## src/rtl/stream_mux_rr.sv

```systemverilog
// N-channel valid/ready stream multiplexer with fixed-priority or round-robin
// arbitration, packet locking on last, and a single registered output stage.
module stream_mux_rr #(
  parameter int WIDTH    = 16,
  parameter int CHANNELS = 4,
  parameter int SEL_W    = 2
) (
  input  logic                      clk,
  input  logic                      rst,
  input  logic [CHANNELS*WIDTH-1:0] in_data,
  input  logic [CHANNELS-1:0]       in_valid,
  input  logic [CHANNELS-1:0]       in_last,
  output logic [CHANNELS-1:0]       in_ready,
  input  logic                      mode_rr,
  output logic [WIDTH-1:0]          out_data,
  output logic                      out_last,
  output logic [SEL_W-1:0]          out_sel,
  output logic                      out_valid,
  input  logic                      out_ready
);

  typedef enum logic {IDLE, LOCKED} state_t;

  state_t           state_reg;
  logic [SEL_W-1:0] lock_ch_reg;
  logic [SEL_W-1:0] ptr_reg;

  logic [WIDTH-1:0] ch_data [CHANNELS];
  logic [SEL_W-1:0] rr_idx  [CHANNELS];
  logic [SEL_W-1:0] grant;
  logic [SEL_W-1:0] ptr_next;
  logic             grant_valid;
  logic             load_en;
  logic             xfer;

  // rr_idx[k] is the channel examined k places after the round-robin pointer
  generate
    for (genvar gi = 0; gi < CHANNELS; gi++) begin : g_chan
      assign ch_data[gi]  = in_data[gi*WIDTH +: WIDTH];
      assign rr_idx[gi]   = SEL_W'((int'(ptr_reg) + gi) % CHANNELS);
      assign in_ready[gi] = xfer && (grant == SEL_W'(gi));
    end
  endgenerate

  always_comb begin
    grant       = '0;
    grant_valid = 1'b0;
    if (state_reg == LOCKED) begin
      grant       = lock_ch_reg;
      grant_valid = in_valid[lock_ch_reg];
    end else if (mode_rr) begin
      // Descending scan so the candidate closest to the pointer wins
      for (int k = CHANNELS - 1; k >= 0; k--) begin
        if (in_valid[rr_idx[k]]) begin
          grant       = rr_idx[k];
          grant_valid = 1'b1;
        end
      end
    end else begin
      for (int k = CHANNELS - 1; k >= 0; k--) begin
        if (in_valid[k]) begin
          grant       = SEL_W'(k);
          grant_valid = 1'b1;
        end
      end
    end
  end

  assign load_en  = !out_valid || out_ready;
  assign xfer     = !rst && load_en && grant_valid;
  assign ptr_next = (grant == SEL_W'(CHANNELS - 1)) ? '0 : grant + 1'b1;

  always_ff @(posedge clk) begin
    if (rst) begin
      state_reg   <= IDLE;
      lock_ch_reg <= '0;
      ptr_reg     <= '0;
      out_valid   <= 1'b0;
      out_data    <= '0;
      out_last    <= 1'b0;
      out_sel     <= '0;
    end else begin
      if (xfer) begin
        out_valid <= 1'b1;
        out_data  <= ch_data[grant];
        out_last  <= in_last[grant];
        out_sel   <= grant;
        if (state_reg == IDLE) begin
          ptr_reg <= ptr_next;
          if (!in_last[grant]) begin
            state_reg   <= LOCKED;
            lock_ch_reg <= grant;
          end
        end else if (in_last[grant]) begin
          state_reg <= IDLE;
        end
      end else if (out_ready) begin
        out_valid <= 1'b0;
      end
    end
  end

endmodule

```

## config.mk

```make
export PLATFORM = sky130hd
export DESIGN_NAME = stream_mux_rr
export DESIGN_NICKNAME = d
export VERILOG_FILES = /design/src/rtl/stream_mux_rr.sv
export SDC_FILE = /design/constraint.sdc
export NUM_CORES = 1
export LEC_CHECK = 0
export BUFFER_PORTS_ARGS = -buffer_cell sky130_fd_sc_hd__buf_2
export CAP_MARGIN = 10
export CORE_AREA = 3 3 51 88
export CTS_CLUSTER_SIZE = 40
export DETAILED_ROUTE_END_ITERATION = 12
export DIE_AREA = 0 0 54 91
export PLACE_DENSITY = 0.82
export SETUP_SLACK_MARGIN = 0.1
export SLEW_MARGIN = 30
export SYNTH_ARGS = -nofsm -noshare
export SYNTH_HDL_FRONTEND = slang
export SYNTH_SLANG_ARGS = --single-unit
```

## constraint.sdc

```tcl
create_clock -name clk -period 3.07 [get_ports clk]
set_input_delay 0.1535 -clock clk [delete_from_list [all_inputs] [get_ports clk]]
set_output_delay 0.1535 -clock clk [all_outputs]
set_load 0.03 [all_outputs]
```

==> results by group, run 1 <==
Hold path
  • Min-delay worst type: input port to flop

Worst setup path
  • CP max stage cell: dfxtp_1
  • Setup crit start kind: flop
  • Setup CP Type: flop to output port
  • Slowest stage delay, CP: 450 ps
  • Critical Path RT: 2920 ps
  • Critical Path Fanout Max: 37
  • Buf/Inv on CP: 2
  • Worst path top cell family by delay: compound AO/OA/AOI/OAI gates
  • Crit. End Element: output port
  • CP Cell Sequence: and3b_1 > a211oi_2 > o221a_2 > o21ai_4 > inv_2 > ha_1 > and2_1 > buf_2
  • CP arrival: 2560 ps

Route
  • DR iter-0 viols: 31
  • Via Count: 1944
  • Initial DRT Pass Iterations: 4
  • Post-Route WL: 4950 um
  • Via density: 5.27
  • DRC Markers: 0
  • Antenna viol nets, final: 0
  • Wire per inst: 13.4 um

Place
  • IO Port Bufs: 99
  • GPL Wtd Cong: 0.860
  • Post-DP Area: 2170 um^2
  • Dpl hpwl: 3890 um

Yosys
  • Yosys cell types: 45
  • Synth cell count leaders: 76 x nand2_1, 38 x a21oi_1, 25 x dfxtp_1
  • FF+latch count, synth: 25
  • Synth area leader: dfxtp_1
  • Mapped Nets: 310
  • Largest cells by area after synthesis: dfxtp_1 30%, nand2_1 17%, a21oi_1 11%, a211o_1 8.3%, ha_1 3.0%
  • Top cell type's share of synthesized area: 0.296
  • Post-synth ARST share: 0
  • Ys flop type: dfxtp_1
  • Count leader, synth: nand2_1
  • Mapped Area: 1690 um^2
  • Post-synth EDFFs: 0
  • Mapped Cells: 230
  • Ys Warns: 0
  • Post-synthesis sequential area ratio: 0.296
  • Mean Syn Cell Area: 7.36 um^2

Cells and area
  • Post-Layout Inst Area: 2220 um^2
  • Syn-to-layout area delta: 31.1%
  • Final core utilization: 0.574
  • Final net count: 402
  • Most flops, register: out_data
  • Sequential cell area: 500 um^2
  • Area taken by multi-input logic gates: 1100 um^2
  • Antenna Cells: 0
  • Fraction of layout cells with a size suffix above 1: 0.368
  • Final-layout fill cell count: 387
  • Max reg flops: 16

STA
  • Period utilisation layout: 0.885
  • Crit path time final: 2720 ps
  • Fin. max-slew vios: 0
  • Unrepaired setup endpoints after global routing: false
  • Measured slew at the worst slew-check pin: 673 ps
  • Final-report hold violation count: 0
  • Max Freq: 368 MHz
  • Clock skew after layout: 1.41 ps
  • Setup_tns: 0 ps
  • Setup violators final: 0
  • Rel. slew slack: 0.551

CTS
  • Clk sinks: 25
  • Clk Tree Root Cell: clkbuf_8
  • CTS max path bufs: 2
  • H-tree lvl count: 1
  • Clock slew at reported path FFs: 80 ps
  • Worst-skew pair later-pin latency: 260 ps
  • Post-CTS Hold Fix Bufs: 0
  • Post-CTS Setup Inserts: 0
  • TritonCTS Buffers: 3
  • TritonCTS clock tree: yes
  • Cts repair resizes: 0

Floorplan
  • Die ar.: 4910 um^2
  • Row Count: 30
  • Die H: 91 um
  • Initial Util: 0.438
  • Die Wd: 54 um
  • CORE AREA: 3870 um^2
  • IO Pins: 100

Global route
  • GRT Residual Overflow: 0
  • Total Routing Usage GR: 0.200
  • Global-route wire length before repair: 7650 um
  • Largest net degree at the start of global routing: 38
  • Vias in the first global route: 1784
  • Initial antenna violation count: 0

Power and ir drop
  • Worst vdd ir: 409 uV
  • Leak: 1.21 nW
  • Power per cell area: 546 nW/um^2

Run
  • Max-cap viol count: 0

Run status
  • Status: finished, final reports clean
==> cell type report <==
class                      instances  area share
clock buffer                       4      0.0203
sequential                        25       0.225
tap                               48      0.0271
multi-input combinational        188       0.494
timing repair buffer             100       0.227
inverter                           4     0.00676
==> where the power goes <==
group	internal, W	switching, W	total, W
clock network	0.0000926	0.0000986	0.000191
registers	0.000393	0.0000453	0.000438
logic	0.000211	0.000371	0.000582
total	0.000696	0.000515	0.00121
==> per-stage QoR <==
| step | total power, W | hold slack (ps) | setup slack [ps] | std cells |
|---|---|---|---|---|
| floorplan | 0.000869 | 369 | 1090 | 230 |
| finish | 0.00121 | 216 | 354 | 369 |
| detailed placement | 0.00103 | 445 | 609 | 365 |
| CTS | 0.00123 | 196 | 324 | 369 |
| global route | 0.00130 | 207 | 183 | 369 |
| global placement | 0.00102 | 439 | 688 | 365 |
==> path summary, 6_finish.rpt <==
path / startpoint / end / slack, ps / cells after the start
worst max-delay path: ptr_reg[1] / in_ready[0] / 350 / 8
worst min-delay path: rst / lock_ch_reg[1] / 220 / 2
worst max register to register: ptr_reg[1] / lock_ch_reg[0] / 610 / 8
worst min register to register: out_data[13] / out_data[13] / 460 / 1
==> cell families (layout without fill, tap and decap cells) <==
| logic type | count (synthesis) | in the layout | synth area share |
|---|---|---|---|
| compound gates | 78 | 78 | 0.325 |
| fa+ha+maj | 4 | 4 | 0.0296 |
| buf+inv | 17 | 108 | 0.0569 |
| flops | 25 | 25 | 0.296 |
| mux | 1 | 1 | 0.0133 |
| simple gates | 105 | 105 | 0.279 |
==> layer usage <==
layer	vias up	part of all wire	global-route usage
li1	990	-	-
met1	881	0.36	0.205
met2	65	0.56	0.379
met3	8	0.060	0.0213
met4	0	0.019	0.0811
met5	-	0	0
==> worst reg2reg max path: stages, from the launching register on <==
cell      delay (ps)
dfxtp_1          450
and3b_1          200
a211oi_2          50
o221a_2          300
o21ai_4          350
inv_2            350
a221o_1          400
o21ai_1          160
o32ai_2          100
==> cell usage in the layout, fill, tap and decap left out, types with 2 or more instances in the layout <==
cell type,count
inv_1,3
nand2b_1,5
clkbuf_8,3
o21ai_1,2
a31oi_1,3
a211o_1,16
nand2_1,76
ha_1,4
a21o_1,3
dfxtp_1,25
a211oi_1,2
a21oi_1,38
buf_2,99
nor2_1,5
and2_1,6
o21ba_2,2
Note: power is estimated with default switching activity, not from simulation.
==> run 2: changes to the inputs <==
--- a/config.mk
+++ b/config.mk
@@ -12,6 +12,7 @@
 export DETAILED_ROUTE_END_ITERATION = 12
 export DIE_AREA = 0 0 54 91
 export PLACE_DENSITY = 0.82
+export REMOVE_ABC_BUFFERS = 1
 export SETUP_SLACK_MARGIN = 0.1
 export SLEW_MARGIN = 30
 export SYNTH_ARGS = -nofsm -noshare
==> run 2 against run 1 <==
Non-clock buffer count unchanged. Via count up 0.21%. Sequential power hardly changed. Final area unchanged. Sequential share of layout area did not move. Utilization did not move. Combinational power shrank 0.7%. Routed wire length shrank 4.5%. Fmax grew 7.7%. Critical endpoint unchanged. Highest routed layer unchanged.
==> results by group, run 2 (synthesis gave the netlist of run 1 again) <==
Worst setup path
  • CP max stage cell: inv_2
  • CP arrival: 2370 ps (-190 ps)
  • CP Cell Sequence: and3b_1 > a211oi_2 > o221a_2 > o21ai_4 > inv_2 > ha_1 > and2_1 > buf_2
  • Crit. End Element: output port
  • Slowest stage delay, CP: 430 ps (-20 ps)
  • Setup crit start kind: flop
  • Critical Path RT: 2920 ps (about the same)
  • Critical Path Fanout Max: 37 (unchanged)
  • Setup CP Type: flop to output port

Global route
  • GRT Residual Overflow: 0 (unchanged)
  • Global-route wire length before repair: 7140 um (-6.6%)
  • Total Routing Usage GR: 0.181 (-0.0192)
  • Largest net degree at the start of global routing: 38 (unchanged)
  • Vias in the first global route: 1670 (-6.4%)
  • Initial antenna violation count: 0 (unchanged)

CTS
  • Worst-skew pair later-pin latency: 260 ps (about the same)
  • CTS max path bufs: 2 (unchanged)
  • Post-CTS Hold Fix Bufs: 0 (unchanged)
  • Cts repair resizes: 0 (unchanged)
  • TritonCTS Buffers: 3 (unchanged)
  • Clk Tree Root Cell: clkbuf_8
  • TritonCTS clock tree: yes
  • Post-CTS Setup Inserts: 0 (unchanged)
  • Clk sinks: 25 (unchanged)
  • Clock slew at reported path FFs: 90 ps (about the same)
  • H-tree lvl count: 1 (unchanged)

Run status
  • Status: finished, final reports clean

Floorplan
  • Die Wd: 54 um (unchanged)
  • Initial Util: 0.438 (unchanged)
  • CORE AREA: 3870 um^2 (unchanged)
  • Row Count: 30 (unchanged)
  • IO Pins: 100 (unchanged)
  • Die ar.: 4910 um^2 (unchanged)
  • Die H: 91 um (unchanged)

Power and ir drop
  • Internal Pwr Total: 0.000696 W (-0.11%)
  • Switching share of total power: 0.424 (-0.00151)
  • Worst vdd ir: 333 uV (-18%)
  • Sw Pwr: 0.000511 W (-0.73%)
  • Power per cell area: 544 nW/um^2 (-0.38%)
  • Seq pwr share: 0.364 (+0.002)
  • Clock share of power: 0.157 (about the same)
  • Leak: 1.21 nW (unchanged)
  • Comb pwr share: 0.479 (about the same)

Route
  • Wire per inst: 12.8 um (-4.5%)
  • DR iter-0 viols: 43 (+39%)
  • DRC Markers: 0 (unchanged)
  • Via Count: 1948 (+0.21%)
  • Antenna viol nets, final: 0 (unchanged)
  • Post-Route WL: 4720 um (-4.5%)
  • Initial DRT Pass Iterations: 4 (unchanged)
  • Via density: 5.28 (+0.21%)

STA
  • Final-report hold violation count: 0 (unchanged)
  • Measured slew at the worst slew-check pin: 665 ps (-7.99 ps)
  • Setup_tns: 0 ps (unchanged)
  • Crit path time final: 2520 ps (-194 ps)
  • Clock skew after layout: 6.19 ps (+4.78 ps)
  • Period utilisation layout: 0.822 (-0.0631)
  • Setup violators final: 0 (unchanged)
  • Max Freq: 397 MHz (+7.7%)
  • Unrepaired setup endpoints after global routing: false
  • Rel. slew slack: 0.556 (+0.00533)
  • Fin. max-slew vios: 0 (unchanged)
  • WHS: 207 ps (-8.41 ps)

Cells and area
  • Final-layout fill cell count: 383 (-1.0%)
  • Commonest non-fill, non-tap cell in the layout: buf_2
  • Syn-to-layout area delta: 31.1% (unchanged)
  • Fraction of layout cells with a size suffix above 1: 0.368 (unchanged)
  • Commonest cells after routing, fill and taps aside: 99 x buf_2, 76 x nand2_1, 38 x a21oi_1
  • Final net count: 402 (unchanged)
  • Most flops, register: out_data
  • Max reg flops: 16 (unchanged)
  • Antenna Cells: 0 (unchanged)

Place
  • Dpl hpwl: 3710 um (-4.7%)
  • IO Port Bufs: 99 (unchanged)
  • GPL Wtd Cong: 0.850 (-1.1%)

Run
  • Max-cap viol count: 0 (unchanged)

Hold path
  • Min-delay worst type: input port to flop
==> run 2: cell counts in the layout (fill, tap and decap cells not counted) <==
Identical to the previous run, type by type.
==> run 2: layout make-up <==
cell class                      count  area (um^2)  share of cell area
Inverter                            4         15.0             0.00676
Timing Repair Buffer              100          503               0.227
Sequential cell                    25          500               0.225
Multi-Input combinational cell    188         1100               0.494
Tap cell                           48         60.1              0.0271
Clock buffer                        4         45.0              0.0203
==> run 2: metrics by stage <==
stage	instance area (um^2)	setup slack [ps]	power (W)	cells	utilization
floorplan	1610	530	0.000838	217	-
global placement	2170	836	0.00102	365	0.562
detailed placement	2170	798	0.00103	365	0.562
CTS	2220	558	0.00121	369	0.574
global route	2220	347	0.00129	369	0.574
finish	2220	548	0.00121	369	0.574
==> run 2: critical path: cells and delay by family (launching register included) <==
family	cells	cell delay, ps
compound gates	3	550
fa+ha+maj	1	230
buf+inv	2	620
flops	1	380
simple gates	2	320
==> run 2: path summary, 6_finish.rpt <==
kind,cells after the start,end,slack (ps),start
worst max-delay path,8,in_ready[0],550,ptr_reg[1]
worst min-delay path,2,ptr_reg[1],210,rst
worst max register to register,8,state_reg,780,ptr_reg[1]
worst min register to register,2,out_sel[1],460,out_sel[1]
==> run 2: layer usage <==
layer / global-route usage / vias to the layer above / routed length (um) / part of all wire
met4: 0.0187 / 0 / 12 / 0.0025
li1: - / 985 / - / -
met1: 0.209 / 884 / 1800 / 0.38
met5: 0 / - / 0 / 0
met2: 0.348 / 77 / 2490 / 0.53
met3: 0.0148 / 2 / 424 / 0.090
==> run 2: power groups by stage <==
stage | clock (W) | sequential (W) | combinational (W)
2_1_floorplan | 0 | 0.000556 | 0.000281
3_3_place_gp | 0 | 0.000444 | 0.000571
3_5_place_dp | 0 | 0.000445 | 0.000580
4_1_cts | 0.000193 | 0.000438 | 0.000581
5_1_grt | 0.000210 | 0.000447 | 0.000631
6_report | 0.000190 | 0.000439 | 0.000578
